--- config.mk ---
export PLATFORM = sky130hd
export DESIGN_NAME = lcd_byte_writer
export DESIGN_NICKNAME = d
export VERILOG_FILES = /design/src/rtl/lcd_pkg.sv /design/src/rtl/lcd_delay_counter.sv /design/src/rtl/lcd_byte_writer.sv
export SDC_FILE = /design/constraint.sdc
export NUM_CORES = 1
export LEC_CHECK = 0
export CAP_MARGIN = 20
export CORE_MARGIN = 4
export CORE_UTILIZATION = 45
export DETAILED_ROUTE_END_ITERATION = 8
export PLACE_DENSITY = 0.64
export SKIP_CTS_REPAIR_TIMING = 1
export SLEW_MARGIN = 10
export SYNTH_ARGS = -nofsm -noshare
export SYNTH_HDL_FRONTEND = slang
export SYNTH_SLANG_ARGS = --single-unit
--- constraint.sdc ---
create_clock -name clk -period 6.2 [get_ports clk]
set_input_delay 0.93 -clock clk [delete_from_list [all_inputs] [get_ports clk]]
set_output_delay 0.93 -clock clk [all_outputs]
set_load 0.1 [all_outputs]
--- src/rtl/lcd_pkg.sv ---
// Shared definitions for the HD44780 4-bit interface: FSM states, opcodes,
// default 100 MHz timing and small helpers used by the writer and the sequencer.
package lcd_pkg;

    typedef enum logic [2:0] {
        ST_IDLE,
        ST_SETUP_HI,
        ST_EN_HI,
        ST_GAP,
        ST_SETUP_LO,
        ST_EN_LO,
        ST_WAIT
    } lcd_state_e;

    localparam logic [7:0] LCD_CLEAR       = 8'h01;
    localparam logic [7:0] LCD_HOME        = 8'h02;
    localparam logic [7:0] LCD_DDRAM_LINE2 = 8'hC0;

    localparam int T_SETUP_DEF = 2000;
    localparam int T_EN_DEF    = 2000;
    localparam int T_GAP_DEF   = 2000;
    localparam int T_CMD_DEF   = 4000;
    localparam int T_CLR_DEF   = 164000;

    function automatic int max2(input int a, input int b);
        return (a > b) ? a : b;
    endfunction

    // Clear (0x01) and home (0x02/0x03) need the long controller execution time.
    function automatic logic is_long_wait(input logic [7:0] b, input logic rs,
                                          input logic nibble_only);
        return !rs && !nibble_only && (b[7:2] == 6'd0) && (b != 8'd0);
    endfunction

endpackage

--- src/rtl/lcd_delay_counter.sv ---
// Loadable down-counter that stops at zero; done flags an expired count
// that is not being reloaded on this cycle.
module lcd_delay_counter #(
    parameter int CNT_W = 8
) (
    input  logic             clk,
    input  logic             nrst,
    input  logic             load_i,
    input  logic [CNT_W-1:0] load_val_i,
    output logic [CNT_W-1:0] value_o,
    output logic             done_o
);

    logic [CNT_W-1:0] count_q, count_d;

    always_comb begin
        count_d = count_q;
        if (load_i) begin
            count_d = load_val_i;
        end else if (count_q != '0) begin
            count_d = count_q - 1'b1;
        end
    end

    always_ff @(posedge clk) begin
        if (!nrst) begin
            count_q <= '0;
        end else begin
            count_q <= count_d;
        end
    end

    assign value_o = count_q;
    assign done_o  = (count_q == '0) && !load_i;

endmodule

--- src/rtl/lcd_byte_writer.sv ---
// HD44780 4-bit write-only byte driver: splits each byte into two EN-strobed
// nibbles with setup/pulse/gap timing, then holds off for the execution time.
module lcd_byte_writer
    import lcd_pkg::*;
#(
    parameter int T_SETUP = T_SETUP_DEF,
    parameter int T_EN    = T_EN_DEF,
    parameter int T_GAP   = T_GAP_DEF,
    parameter int T_CMD   = T_CMD_DEF,
    parameter int T_CLR   = T_CLR_DEF
) (
    input  logic       clk,
    input  logic       nrst,
    input  logic       in_valid,
    output logic       in_ready,
    input  logic [7:0] in_byte,
    input  logic       in_rs,
    input  logic       in_nibble_only,
    output logic [3:0] lcd_data,
    output logic       lcd_rs,
    output logic       lcd_rw,
    output logic       lcd_en
);

    localparam int T_MAX = max2(max2(max2(T_SETUP, T_EN), max2(T_GAP, T_CMD)), T_CLR);
    localparam int CNT_W = $clog2(T_MAX) + 1;

    localparam logic [CNT_W-1:0] LD_SETUP = CNT_W'(T_SETUP - 1);
    localparam logic [CNT_W-1:0] LD_EN    = CNT_W'(T_EN - 1);
    localparam logic [CNT_W-1:0] LD_GAP   = CNT_W'(T_GAP - 1);
    localparam logic [CNT_W-1:0] LD_CMD   = CNT_W'(T_CMD - 1);
    localparam logic [CNT_W-1:0] LD_CLR   = CNT_W'(T_CLR - 1);

    lcd_state_e       state_q;
    logic [3:0]       lo_nib_q;
    logic             nib_only_q;
    logic             long_q;
    logic [3:0]       data_q;
    logic             rs_q;
    logic             en_q;

    logic             cnt_load;
    logic [CNT_W-1:0] cnt_load_val;
    logic [CNT_W-1:0] cnt_value;
    logic             cnt_done;
    logic             cnt_zero;

    assign cnt_zero = (cnt_value == '0);

    // Each timed state reloads the counter with (duration - 1) on the edge it is entered.
    always_comb begin
        cnt_load     = 1'b0;
        cnt_load_val = '0;
        case (state_q)
            ST_IDLE: begin
                cnt_load     = in_valid;
                cnt_load_val = LD_SETUP;
            end
            ST_SETUP_HI: begin
                cnt_load     = cnt_zero;
                cnt_load_val = LD_EN;
            end
            ST_EN_HI: begin
                cnt_load     = cnt_zero;
                cnt_load_val = nib_only_q ? LD_CMD : LD_GAP;
            end
            ST_GAP: begin
                cnt_load     = cnt_zero;
                cnt_load_val = LD_SETUP;
            end
            ST_SETUP_LO: begin
                cnt_load     = cnt_zero;
                cnt_load_val = LD_EN;
            end
            ST_EN_LO: begin
                cnt_load     = cnt_zero;
                cnt_load_val = long_q ? LD_CLR : LD_CMD;
            end
            default: ;
        endcase
    end

    lcd_delay_counter #(
        .CNT_W(CNT_W)
    ) u_delay (
        .clk       (clk),
        .nrst      (nrst),
        .load_i    (cnt_load),
        .load_val_i(cnt_load_val),
        .value_o   (cnt_value),
        .done_o    (cnt_done)
    );

    always_ff @(posedge clk) begin
        if (state_q == ST_IDLE && in_valid) begin
            lo_nib_q <= in_byte[3:0];
        end
    end

    always_ff @(posedge clk) begin
        if (!nrst) begin
            state_q    <= ST_IDLE;
            nib_only_q <= 1'b0;
            long_q     <= 1'b0;
            data_q     <= 4'h0;
            rs_q       <= 1'b0;
            en_q       <= 1'b0;
        end else begin
            case (state_q)
                ST_IDLE: if (in_valid) begin
                    nib_only_q <= in_nibble_only;
                    long_q     <= is_long_wait(in_byte, in_rs, in_nibble_only);
                    data_q     <= in_byte[7:4];
                    rs_q       <= in_rs;
                    state_q    <= ST_SETUP_HI;
                end
                ST_SETUP_HI: if (cnt_zero) begin
                    en_q    <= 1'b1;
                    state_q <= ST_EN_HI;
                end
                ST_EN_HI: if (cnt_zero) begin
                    en_q    <= 1'b0;
                    state_q <= nib_only_q ? ST_WAIT : ST_GAP;
                end
                ST_GAP: if (cnt_zero) begin
                    data_q  <= lo_nib_q;
                    state_q <= ST_SETUP_LO;
                end
                ST_SETUP_LO: if (cnt_zero) begin
                    en_q    <= 1'b1;
                    state_q <= ST_EN_LO;
                end
                ST_EN_LO: if (cnt_zero) begin
                    en_q    <= 1'b0;
                    state_q <= ST_WAIT;
                end
                ST_WAIT: if (cnt_done) begin
                    state_q <= ST_IDLE;
                end
                default: state_q <= ST_IDLE;
            endcase
        end
    end

    assign in_ready = (state_q == ST_IDLE);
    assign lcd_data = data_q;
    assign lcd_rs   = rs_q;
    assign lcd_rw   = 1'b0;
    assign lcd_en   = en_q;

endmodule

Word-level counts from Yosys, hierarchy flattened
Index checks and enable logic that the tools add are counted.

cells by class
  reductions and logical operators = 24
  equality and inequality tests = 15
  mux-type cells = 21
  $add $sub $neg = 1

operator list
  kind                                                number
  case mux 18 bit (3 select lines)                    1
  two-way mux 19 bit                                  2
  two-way mux 3 bit                                   8
  case mux 3 bit (7 select lines)                     1
  logical NOT 19 bit                                  1
  nonzero test 19 bit                                 1
  subtractor 19 x 1 -> 19 bit, second input constant  1
  two-way mux 18 bit                                  1
  != test 2 bit, second input constant                7
  two-way mux 12 bit                                  1
  == test 3 bit, second input constant                3
  two-way mux 4 bit                                   2
  case mux 4 bit (2 select lines)                     1
  nonzero test 8 bit                                  1
  AND reduction 7 bit                                 1
  == test 3 x 2 -> 1 bit, second input constant       2
  logical NOT 6 bit                                   1
  AND reduction 3 bit                                 2
  nonzero test 2 bit                                  3
  logical AND 1 bit                                   5
  OR reduction 5 bit                                  1
  != test 2 x 1 -> 1 bit, second input constant       2
  case mux 1 bit (2 select lines)                     2
  OR reduction 2 bit                                  2
  6 further kinds                                     9

storage, ports and cells
  logic and storage cells = 69
  flip-flop bits (word level) = 34
  input bits = 13

Logic depth before layout (Yosys ltp)
Gate-level depths: netlist of the first run.

  word-level depth = 7
  gate-level depth with buffers = 8
  depth with buffers taken out = 7

Cells and area by module
From an unflattened synthesis of the first run, not the netlist that was laid out.

unflattened totals
  cells, all modules = 240
  area total of the unflattened synthesis = 2063.2 sq um

by module, submodules not included
  module             cells an instance  times used  area an instance (sq um)  sequential area each (sq um)
  lcd_delay_counter  141                1           1139.8                    380.4
  lcd_byte_writer    99                 1           923.4                     340.3

Worst setup path before layout of the first run
OpenSTA, ideal clock, no wires.

  kind = reg2out
  start = register state_q[2]
  end = output in_ready
  data arrival time = 2650 ps
  data required time = 5270 ps
  setup slack = 2620 ps
  stages on the path, launching flop included = 3
  cells stage by stage = dfxtp_1 -> clkbuf_1 -> nor3_1

on the way
  cells in the longest elaborated chain, start to end = 1

ends and longest elaborated chain
  item                      RTL line                text
  start: declaration        lcd_byte_writer.sv:34   lcd_state_e state_q;
  start signal: assignment  lcd_byte_writer.sv:123  state_q <= nib_only_q ? ST_WAIT : ST_GAP;
  logical NOT 3 bit         lcd_byte_writer.sv:145  assign in_ready = (state_q == ST_IDLE);
  end: declaration          lcd_byte_writer.sv:15   output logic in_ready,

No other way between the ends.

Final worst setup path of the first run
  start = register state_q[1]
  end = output in_ready

Same word-level chain as after synthesis.

==> results.sh, run 1 <==
export IMPL_status="finished clean"
export IMPL_fin_crit_sh_pct=49.9
export IMPL_async_reset_ff_share_pct=0
export IMPL_route_detailed_drc=0
export IMPL_synth_simple_gate_area_share_pct=24.8
export IMPL_yosysMostFrequentCell="dfxtp_1"
export IMPL_clk_pin_slew_ns=0.07
export IMPL_fp_dieW_um=72.3
export IMPL_p_total_uw=1280
export IMPL_numPortBuffers=19
export IMPL_numCtsBuffers=5
export IMPL_dr_pass1_iters=4
export IMPL_synthDistinctLibCells=47
export IMPL_tns_ns=0
export IMPL_holdWs_ns=0.476
export IMPL_leakage_uw=0.000890
export IMPL_antenna_found_initial=0
export IMPL_layout_min_cycle_time_ns=3.10
export IMPL_netSwitchingFraction_pct=46.5
export IMPL_ys_seq_area_share_pct=38.7
export IMPL_worstPathRequired_ns=5.27
export IMPL_synth_cells=225
export IMPL_antenna_left=0
export IMPL_critical_path_arrival_ns=2.17
export IMPL_pwr_share_seq_pct=29.6
export IMPL_area_sequential_sq_um=721
export IMPL_cts_sinks=34
export IMPL_synth_commonest_cells="30 x dfxtp_1, 28 x nand2_1, 26 x nor2_1"
export IMPL_synth_ff_type="dfxtp_1"
export IMPL_drive_gt1_share_pct=5.74
export IMPL_clockPowerShare_pct=18.3
export IMPL_fin_nets=260
export IMPL_synth_edf_count=4
export IMPL_start_util_pct=46.6
export IMPL_synth_compound_area_share_pct=20.3
export IMPL_avgViaCountPerCell=5.63
export IMPL_diodes=0
export IMPL_grt_pass1_vias=1568
export IMPL_grt_max_degree=20
export IMPL_hp_class="reg2reg"
export IMPL_p_int_uw=685
export IMPL_yosys_area_top_type="dfxtp_1"
export IMPL_worstSetupPathType="reg2out"
export IMPL_rows=23
export IMPL_maxSlewViolCount=0
export IMPL_yosysWarnings=0
export IMPL_synth_xor_area_share_pct=7.05
export IMPL_syn_avg_cell_area_sq_um=8.28
export IMPL_die_h_um=72.3
export IMPL_startpoint_type="register"
export IMPL_setup_violations=0
export IMPL_drtIter0Drc=126
export IMPL_dpl_hpwl_um=3050
export IMPL_clock_fmax_mhz=323
export IMPL_cts_buffer_depth=2
export IMPL_htree_num_levels=2
export IMPL_ys_seq_elements=34
export IMPL_rsz0062_at_grt="no"
export IMPL_p_sw_uw=595
export IMPL_hold_viol=0
export IMPL_dieArea_sq_mm=0.00523
export IMPL_netlist_area_sq_mm=0.00186
export IMPL_cp_max_fo=16
export IMPL_place_inst=286
export IMPL_avgRoutedWirePerCell_um=14.8
export IMPL_p_comb_share_pct=52.1
export IMPL_clk_latency_ns=0.29
export IMPL_fillers=376
export IMPL_tritoncts="done"
export IMPL_ys_top_cells_by_area="dfxtp_1 32%, edfxtp_1 6.4%, nand2_1 5.6%, nor2_1 5.2%, xnor2_1 4.2%"
export IMPL_vdd_drop_max_mv=0.272
export IMPL_synthMuxAreaShare_pct=3.22
export IMPL_multiInputGateArea_sq_mm=0.00109
export IMPL_ios=21
export IMPL_maxCapViolCount=0
export IMPL_core_area_sq_mm=0.00400
export IMPL_synth_top_family_by_area="simple AND/OR/NAND/NOR gates"
export IMPL_synth_top_area_share_pct=32.2
export IMPL_power_density_mw_per_mm2=578
export IMPL_track_usage_pct=18.1
export IMPL_overflow=0
export IMPL_clockRootBuffer="clkbuf_8"
export IMPL_area_growth_pct=18.9
export IMPL_tightest_slew_ns=0.992
export IMPL_syn_num_nets=242
export IMPL_route_vias_total=1656
export IMPL_cp_end_kind="output pin"
export IMPL_stdcell_count=294
export IMPL_clock_skew_ns=0.00427
export IMPL_grt_pass1_wl_um=7440
export IMPL_synth_adder_area_share_pct=2.69
export IMPL_totalWireLength_um=4340
export IMPL_gp_congestion=0.815
export IMPL_relSlewSlack_pct=33.7
==> critical path: stages (launching register included) <==
cell and delay, ns:
dfxtp_1 0.48, nor3_1 0.24, clkdlybuf4s50_1 1.16
==> layout make-up <==
type                    count  area share, %
well taps                  50           2.82
clock inverters             2           1.75
clock buffers               6           4.24
flip-flops and latches     34           32.5
inverters                   6           1.02
repair buffers             19           8.59
multi-input cells         177           49.0
==> layout by cell type (no fill, tap or decap), types with 4 or more instances in the layout <==
cell,instances
a211oi_1,4
a21oi_1,15
clkbuf_8,5
clkdlybuf4s50_1,19
dfxtp_1,30
edfxtp_1,4
ha_1,4
inv_1,6
mux2i_1,6
nand2_1,28
nand3_1,6
nor2_1,26
nor3_1,10
nor4_1,6
o211a_1,4
o21a_1,5
o21ai_0,12
or3_1,4
xnor2_1,9
xor2_1,6
==> final timing paths <==
kind | from | end | slack [ns] | cells past startpoint
worst max register to register | state_q[1] | u_delay.value_o[7] | 3.64 | 7
worst max-delay path | state_q[1] | in_ready | 3.10 | 2
worst min register to register | lcd_rs | lcd_rs | 0.48 | 2
worst min-delay path | lcd_rs | lcd_rs | 0.48 | 2
==> registers in the layout, indices dropped and copies added, names as in the netlist <==
name,flops
lcd_data,4
lcd_en,1
lcd_rs,1
lo_nib_q,4
long_q,1
nib_only_q,1
state_q,3
u_delay.value_o,19
==> per-layer routing <==
layer	wire length [um]	vias to the layer above	share of wire (%)	GRT usage (%)
met2	1900	41	44	27.1
li1	-	848	-	-
met4	70	0	1.6	6.26
met3	257	8	5.9	5.40
met1	2110	759	49	24.6
met5	0	-	0	0
==> cell families after synthesis <==
family | after synthesis
AO/OA/AOI/OAI | 56
XOR/XNOR | 15
adder cells (fa/ha/maj) | 4
buffers and inverters | 14
flip-flops | 34
multiplexers | 6
other | 1
AND/OR/NAND/NOR | 95
==> power groups by stage <==
| stage | Combinational, uW | Sequential, uW | Clock, uW |
|---|---|---|---|
| floorplan | 475 | 423 | 0 |
| global placement | 663 | 383 | 0 |
| detailed placement | 659 | 382 | 0 |
| CTS | 664 | 378 | 236 |
| global route | 733 | 392 | 247 |
| finish | 667 | 379 | 234 |
==> metrics by stage <==
step / setup slack (ns) / cell area [sq um] / util, %
floorplan: 2.62 / 1860 / -
global placement: 3.37 / 2080 / 52.0
detailed placement: 3.35 / 2080 / 52.0
CTS: 3.09 / 2210 / 55.4
global route: 2.98 / 2210 / 55.4
finish: 3.10 / 2210 / 55.4
Note: power is estimated with default switching activity, not from simulation.
==> run 2: changes to the inputs <==
--- a/config.mk
+++ b/config.mk
@@ -9,7 +9,7 @@
 export CORE_MARGIN = 4
 export CORE_UTILIZATION = 45
 export DETAILED_ROUTE_END_ITERATION = 8
-export PLACE_DENSITY = 0.64
+export PLACE_DENSITY = 0.67
 export SKIP_CTS_REPAIR_TIMING = 1
 export SLEW_MARGIN = 10
 export SYNTH_ARGS = -nofsm -noshare
==> constraint.sdc (replaced) <==
create_clock -name clk -period 2.6 [get_ports clk]
set_input_delay 0.39 -clock clk [delete_from_list [all_inputs] [get_ports clk]]
set_output_delay 0.39 -clock clk [all_outputs]
set_load 0.1 [all_outputs]
==> results.sh, run 2 (synthesis results as in run 1) <==
export IMPL_fin_crit_sh_pct=90.5
export IMPL_crit_end="state_q[2]"
export IMPL_cp_end_kind="register"
export IMPL_start_util_pct=46.6
export IMPL_clk_pin_slew_ns=0.08
export IMPL_worstSetupPathType="reg2reg"
export IMPL_core_area_sq_mm=0.00400
export IMPL_maxSlewViolCount=0
export IMPL_overflow=0
export IMPL_avgViaCountPerCell=5.62
export IMPL_relSlewSlack_pct=64.9
export IMPL_final_cell_mix="30 x dfxtp_1, 28 x nand2_1, 26 x nor2_1, 17 x buf_4, 15 x a21oi_1"
export IMPL_r2r_setup_slack_ns=0.25
export IMPL_p_sw_uw=1440
export IMPL_numCtsBuffers=5
export IMPL_fin_nets=270
export IMPL_place_area_sq_mm=0.00214
export IMPL_tightest_slew_ns=0.513
export IMPL_r2r_cells=6
export IMPL_dieArea_sq_mm=0.00523
export IMPL_cp_max_fo=10
export IMPL_largest_reg_flops=19
export IMPL_r2r_start="u_delay.value_o[10]"
export IMPL_tritoncts="done"
export IMPL_layout_min_cycle_time_ns=2.35
export IMPL_hold_viol=0
export IMPL_vdd_drop_max_mv=0.732
export IMPL_route_detailed_drc=0
export IMPL_antenna_left=0
export IMPL_clockRootBuffer="clkbuf_8"
export IMPL_leakage_uw=0.000933
export IMPL_gp_congestion=0.852
export IMPL_final_area_sq_mm=0.00224
export IMPL_grt_pass1_vias=1621
export IMPL_setup_violations=0
export IMPL_dpl_hpwl_um=3210
export IMPL_status="finished clean"
export IMPL_maxCapViolCount=0
export IMPL_p_int_uw=1570
export IMPL_p_total_uw=3010
export IMPL_p_comb_share_pct=57.4
export IMPL_power_density_mw_per_mm2=1340
export IMPL_diodes=0
export IMPL_pwr_share_seq_pct=28.4
export IMPL_dpl_worst_slack_ns=0.288
export IMPL_clock_fmax_mhz=425
export IMPL_antenna_found_initial=0
export IMPL_critical_path_arrival_ns=2.58
export IMPL_die_h_um=72.3
export IMPL_cts_sinks=34
export IMPL_crit_start="u_delay.value_o[10]"
export IMPL_route_vias_total=1707
export IMPL_drtIter0Drc=100
export IMPL_netSwitchingFraction_pct=47.8
export IMPL_worstPathRequired_ns=2.83
export IMPL_tns_ns=0
export IMPL_drive_gt1_share_pct=12.6
export IMPL_avgRoutedWirePerCell_um=14.6
export IMPL_hp_class="reg2reg"
export IMPL_clock_skew_ns=0.00783
export IMPL_r2r_end="state_q[2]"
export IMPL_track_usage_pct=18.7
export IMPL_htree_num_levels=2
export IMPL_numPortBuffers=19
export IMPL_grt_max_degree=16
export IMPL_clk_latency_ns=0.30
export IMPL_area_growth_pct=20.2
export IMPL_totalWireLength_um=4430
export IMPL_cts_buffer_depth=2
export IMPL_holdCritStartpoint="lcd_rs"
export IMPL_startpoint_type="register"
export IMPL_fin_ws_ns=0.248
export IMPL_grt_pass1_wl_um=7510
export IMPL_layout_commonest_cell="dfxtp_1"
export IMPL_fp_dieW_um=72.3
export IMPL_rows=23
export IMPL_stdcell_count=304
export IMPL_ios=21
export IMPL_place_inst=296
export IMPL_rsz0062_at_grt="no"
export IMPL_dr_pass1_iters=4
export IMPL_clockPowerShare_pct=14.2
[run 2: final cells by class]
class | count | area [sq um]
Sequential cell | 34 | 721
Multi-Input combinational cell | 177 | 1090
Timing Repair Buffer | 29 | 248
Tap cell | 50 | 62.6
Inverter | 6 | 22.5
Fill cell | 381 | 1760
Clock inverter | 2 | 12.5
Clock buffer | 6 | 82.6
[run 2: power by group through the flow]
| stage | clock network, uW | registers (uW) | logic (uW) |
|---|---|---|---|
| floorplan | 0 | 1010 | 1140 |
| global placement | 0 | 862 | 1700 |
| detailed placement | 0 | 863 | 1700 |
| CTS | 436 | 854 | 1720 |
| global route | 461 | 880 | 1890 |
| finish | 426 | 856 | 1730 |
[run 2: worst max-delay path: stages (launching register included)]
cell      delay [ns]
dfxtp_1         0.36
or4_4           0.57
and4b_2         0.37
nand2_4         0.11
o311a_1         0.39
or3_1           0.35
a21boi_1        0.13
[run 2: layer usage]
metal  global-route usage, %  vias to the layer above  share of wire [%]
met5                       0                        -                  0
met4                    6.89                        0                1.6
met3                    6.09                        8                5.6
met2                    29.0                       50                 44
met1                    24.3                      779                 48
li1                        -                      870                  -
[run 2: worst min-delay path by stage]
| stage | to | cells after the start |
|---|---|---|
| finish | lcd_rs | 2 |
| global route | lcd_rs | 2 |
| CTS | lcd_rs | 2 |
| detailed placement | lcd_rs | 2 |
| global placement | lcd_rs | 2 |
| floorplan | nib_only_q | 2 |
[run 2: through the flow]
step | util [%] | hold slack (ns)
2_1_floorplan | - | 0.480
3_3_place_gp | 53.6 | 0.454
3_5_place_dp | 53.6 | 0.458
4_1_cts | 56.0 | 0.468
5_1_grt | 56.0 | 0.479
6_report | 56.0 | 0.468
==> run 3: changes to the inputs <==
==> constraint.sdc (replaced) <==
create_clock -name clk -period 2.6 [get_ports clk]
set_input_delay 0.52 -clock clk [delete_from_list [all_inputs] [get_ports clk]]
set_output_delay 0.52 -clock clk [all_outputs]
set_load 0.1 [all_outputs]
==> results.sh, run 3 (synthesis results as in run 1) <==
export IMPL_status="finished clean"
export IMPL_r2r_start="u_delay.value_o[10]"
export IMPL_grt_pass1_vias=1584
export IMPL_dpl_hpwl_um=3250
export IMPL_startpoint_type="register"
export IMPL_r2r_cells=6
export IMPL_cp_end_kind="register"
export IMPL_htree_num_levels=2
export IMPL_p_int_uw=1700
export IMPL_p_sw_uw=1430
export IMPL_r2r_setup_slack_ns=0.25
export IMPL_route_vias_total=1726
export IMPL_tightest_slew_ns=0.553
export IMPL_busiest_layer="met2"
export IMPL_maxSlewViolCount=0
export IMPL_hp_class="reg2reg"
export IMPL_place_area_sq_mm=0.00214
export IMPL_overflow=0
export IMPL_holdWs_ns=0.465
export IMPL_tritoncts="done"
export IMPL_rows=23
export IMPL_tns_ns=0
export IMPL_clockRootBuffer="clkbuf_8"
export IMPL_avgViaCountPerCell=5.68
export IMPL_gp_congestion=0.822
export IMPL_holdCritStartpoint="lcd_rs"
export IMPL_worstPathRequired_ns=2.82
export IMPL_dr_pass1_iters=4
export IMPL_antenna_left=0
export IMPL_drive_gt1_share_pct=12.6
export IMPL_track_usage_pct=18.1
export IMPL_min_path_cells=2
export IMPL_antenna_found_initial=0
export IMPL_layout_min_cycle_time_ns=2.35
export IMPL_p_comb_share_pct=55.1
export IMPL_numCtsBuffers=5
export IMPL_place_inst=296
export IMPL_clockPowerShare_pct=17.7
export IMPL_rsz0062_at_grt="no"
export IMPL_critical_path_arrival_ns=2.58
export IMPL_fp_dieW_um=72.3
export IMPL_avgRoutedWirePerCell_um=14.5
export IMPL_largest_reg_flops=19
export IMPL_fin_nets=270
export IMPL_totalWireLength_um=4390
export IMPL_fin_crit_sh_pct=90.5
export IMPL_netSwitchingFraction_pct=45.7
export IMPL_gr_usage_met3_pct=4.99
export IMPL_hold_viol=0
export IMPL_dpl_worst_slack_ns=0.296
export IMPL_leakage_uw=0.000952
export IMPL_drtIter0Drc=51
export IMPL_hold_path_end="lcd_rs"
export IMPL_use_met2_pct=28.2
export IMPL_max_stage_delay_ns=0.56
export IMPL_clock_fmax_mhz=425
export IMPL_clock_skew_ns=0.00399
export IMPL_cts_sinks=34
export IMPL_layout_commonest_cell="dfxtp_1"
export IMPL_route_detailed_drc=0
export IMPL_worstSetupPathType="reg2reg"
export IMPL_grt_util_met1_pct=24.0
export IMPL_grt_max_degree=16
export IMPL_vdd_drop_max_mv=0.722
export IMPL_die_h_um=72.3
export IMPL_relSlewSlack_pct=62.1
export IMPL_clk_latency_ns=0.29
export IMPL_area_growth_pct=22.2
export IMPL_slowest_stage="or4_4"
export IMPL_setup_violations=0
export IMPL_final_area_sq_mm=0.00228
export IMPL_core_area_sq_mm=0.00400
export IMPL_clk_pin_slew_ns=0.07
export IMPL_cts_buffer_depth=2
export IMPL_r2r_end="state_q[2]"
export IMPL_numPortBuffers=19
export IMPL_final_cell_mix="30 x dfxtp_1, 28 x nand2_1, 26 x nor2_1, 17 x buf_4, 15 x a21oi_1"
export IMPL_maxCapViolCount=0
export IMPL_pwr_share_seq_pct=27.2
export IMPL_fin_ws_ns=0.248
export IMPL_crit_chain="or4_4 > and4b_2 > nand2_4 > o311a_1 > or3_1 > a21boi_1"
export IMPL_diodes=0
export IMPL_power_density_mw_per_mm2=1380
export IMPL_grt_pass1_wl_um=7390
export IMPL_ios=21
export IMPL_stdcell_count=304
export IMPL_cp_max_fo=10
export IMPL_dieArea_sq_mm=0.00523
export IMPL_start_util_pct=46.6
==> run 3: changes by cell type in the layout (fill, tap and decap cells not counted), sizes merged <==
cell	previous run	this run
clkinvlp	1	0
bufinv	0	1
==> run 3: how the worst max path moves through the flow <==
stage,end,from,depth (start not counted),slack (ns)
final,state_q[2],u_delay.value_o[10],6,0.25
after global routing,u_delay.value_o[1],u_delay.value_o[10],6,0.11
after CTS,state_q[2],u_delay.value_o[10],6,0.27
after detailed placement,state_q[2],u_delay.value_o[10],6,0.30
after global placement,state_q[2],u_delay.value_o[10],6,0.32
after floorplan,in_ready,state_q[1],2,0.27
==> run 3: final cells by class <==
type	count	area [sq um]
clock buffer	6	93.8
clock inverter	2	38.8
fill	354	1720
inverter	6	22.5
multi-input combinational	177	1090
sequential	34	721
tap	50	62.6
timing repair buffer	29	248
==> run 3: worst max-delay path, delay by kind of cell (launching register included) <==
kind	cells	cell delay, ns
AO/OA/AOI/OAI	2	0.54
flip-flops	1	0.35
AND/OR/NAND/NOR	4	1.39
==> run 3: through the flow <==
| stage | utilization, % | total power (uW) |
|---|---|---|
| floorplan | - | 2150 |
| global route | 56.9 | 3370 |
| global placement | 53.6 | 2570 |
| finish | 56.9 | 3130 |
| detailed placement | 53.6 | 2580 |
| CTS | 56.9 | 3140 |
==> run 3: routing by layer <==
metal / vias to the layer above / wire length [um] / part of all wire, %
li1: 866 / - / -
met1: 808 / 2100 / 48
met2: 44 / 1980 / 45
met3: 8 / 249 / 5.7
met4: 0 / 65 / 1.5
met5: - / 0 / 0
==> run 3: power groups by stage <==
| stage | Sequential, uW | Combinational [uW] | Clock (uW) |
|---|---|---|---|
| 2_1_floorplan | 1010 | 1140 | 0 |
| 3_3_place_gp | 863 | 1710 | 0 |
| 3_5_place_dp | 866 | 1710 | 0 |
| 4_1_cts | 855 | 1720 | 566 |
| 5_1_grt | 878 | 1910 | 589 |
| 6_report | 854 | 1730 | 554 |
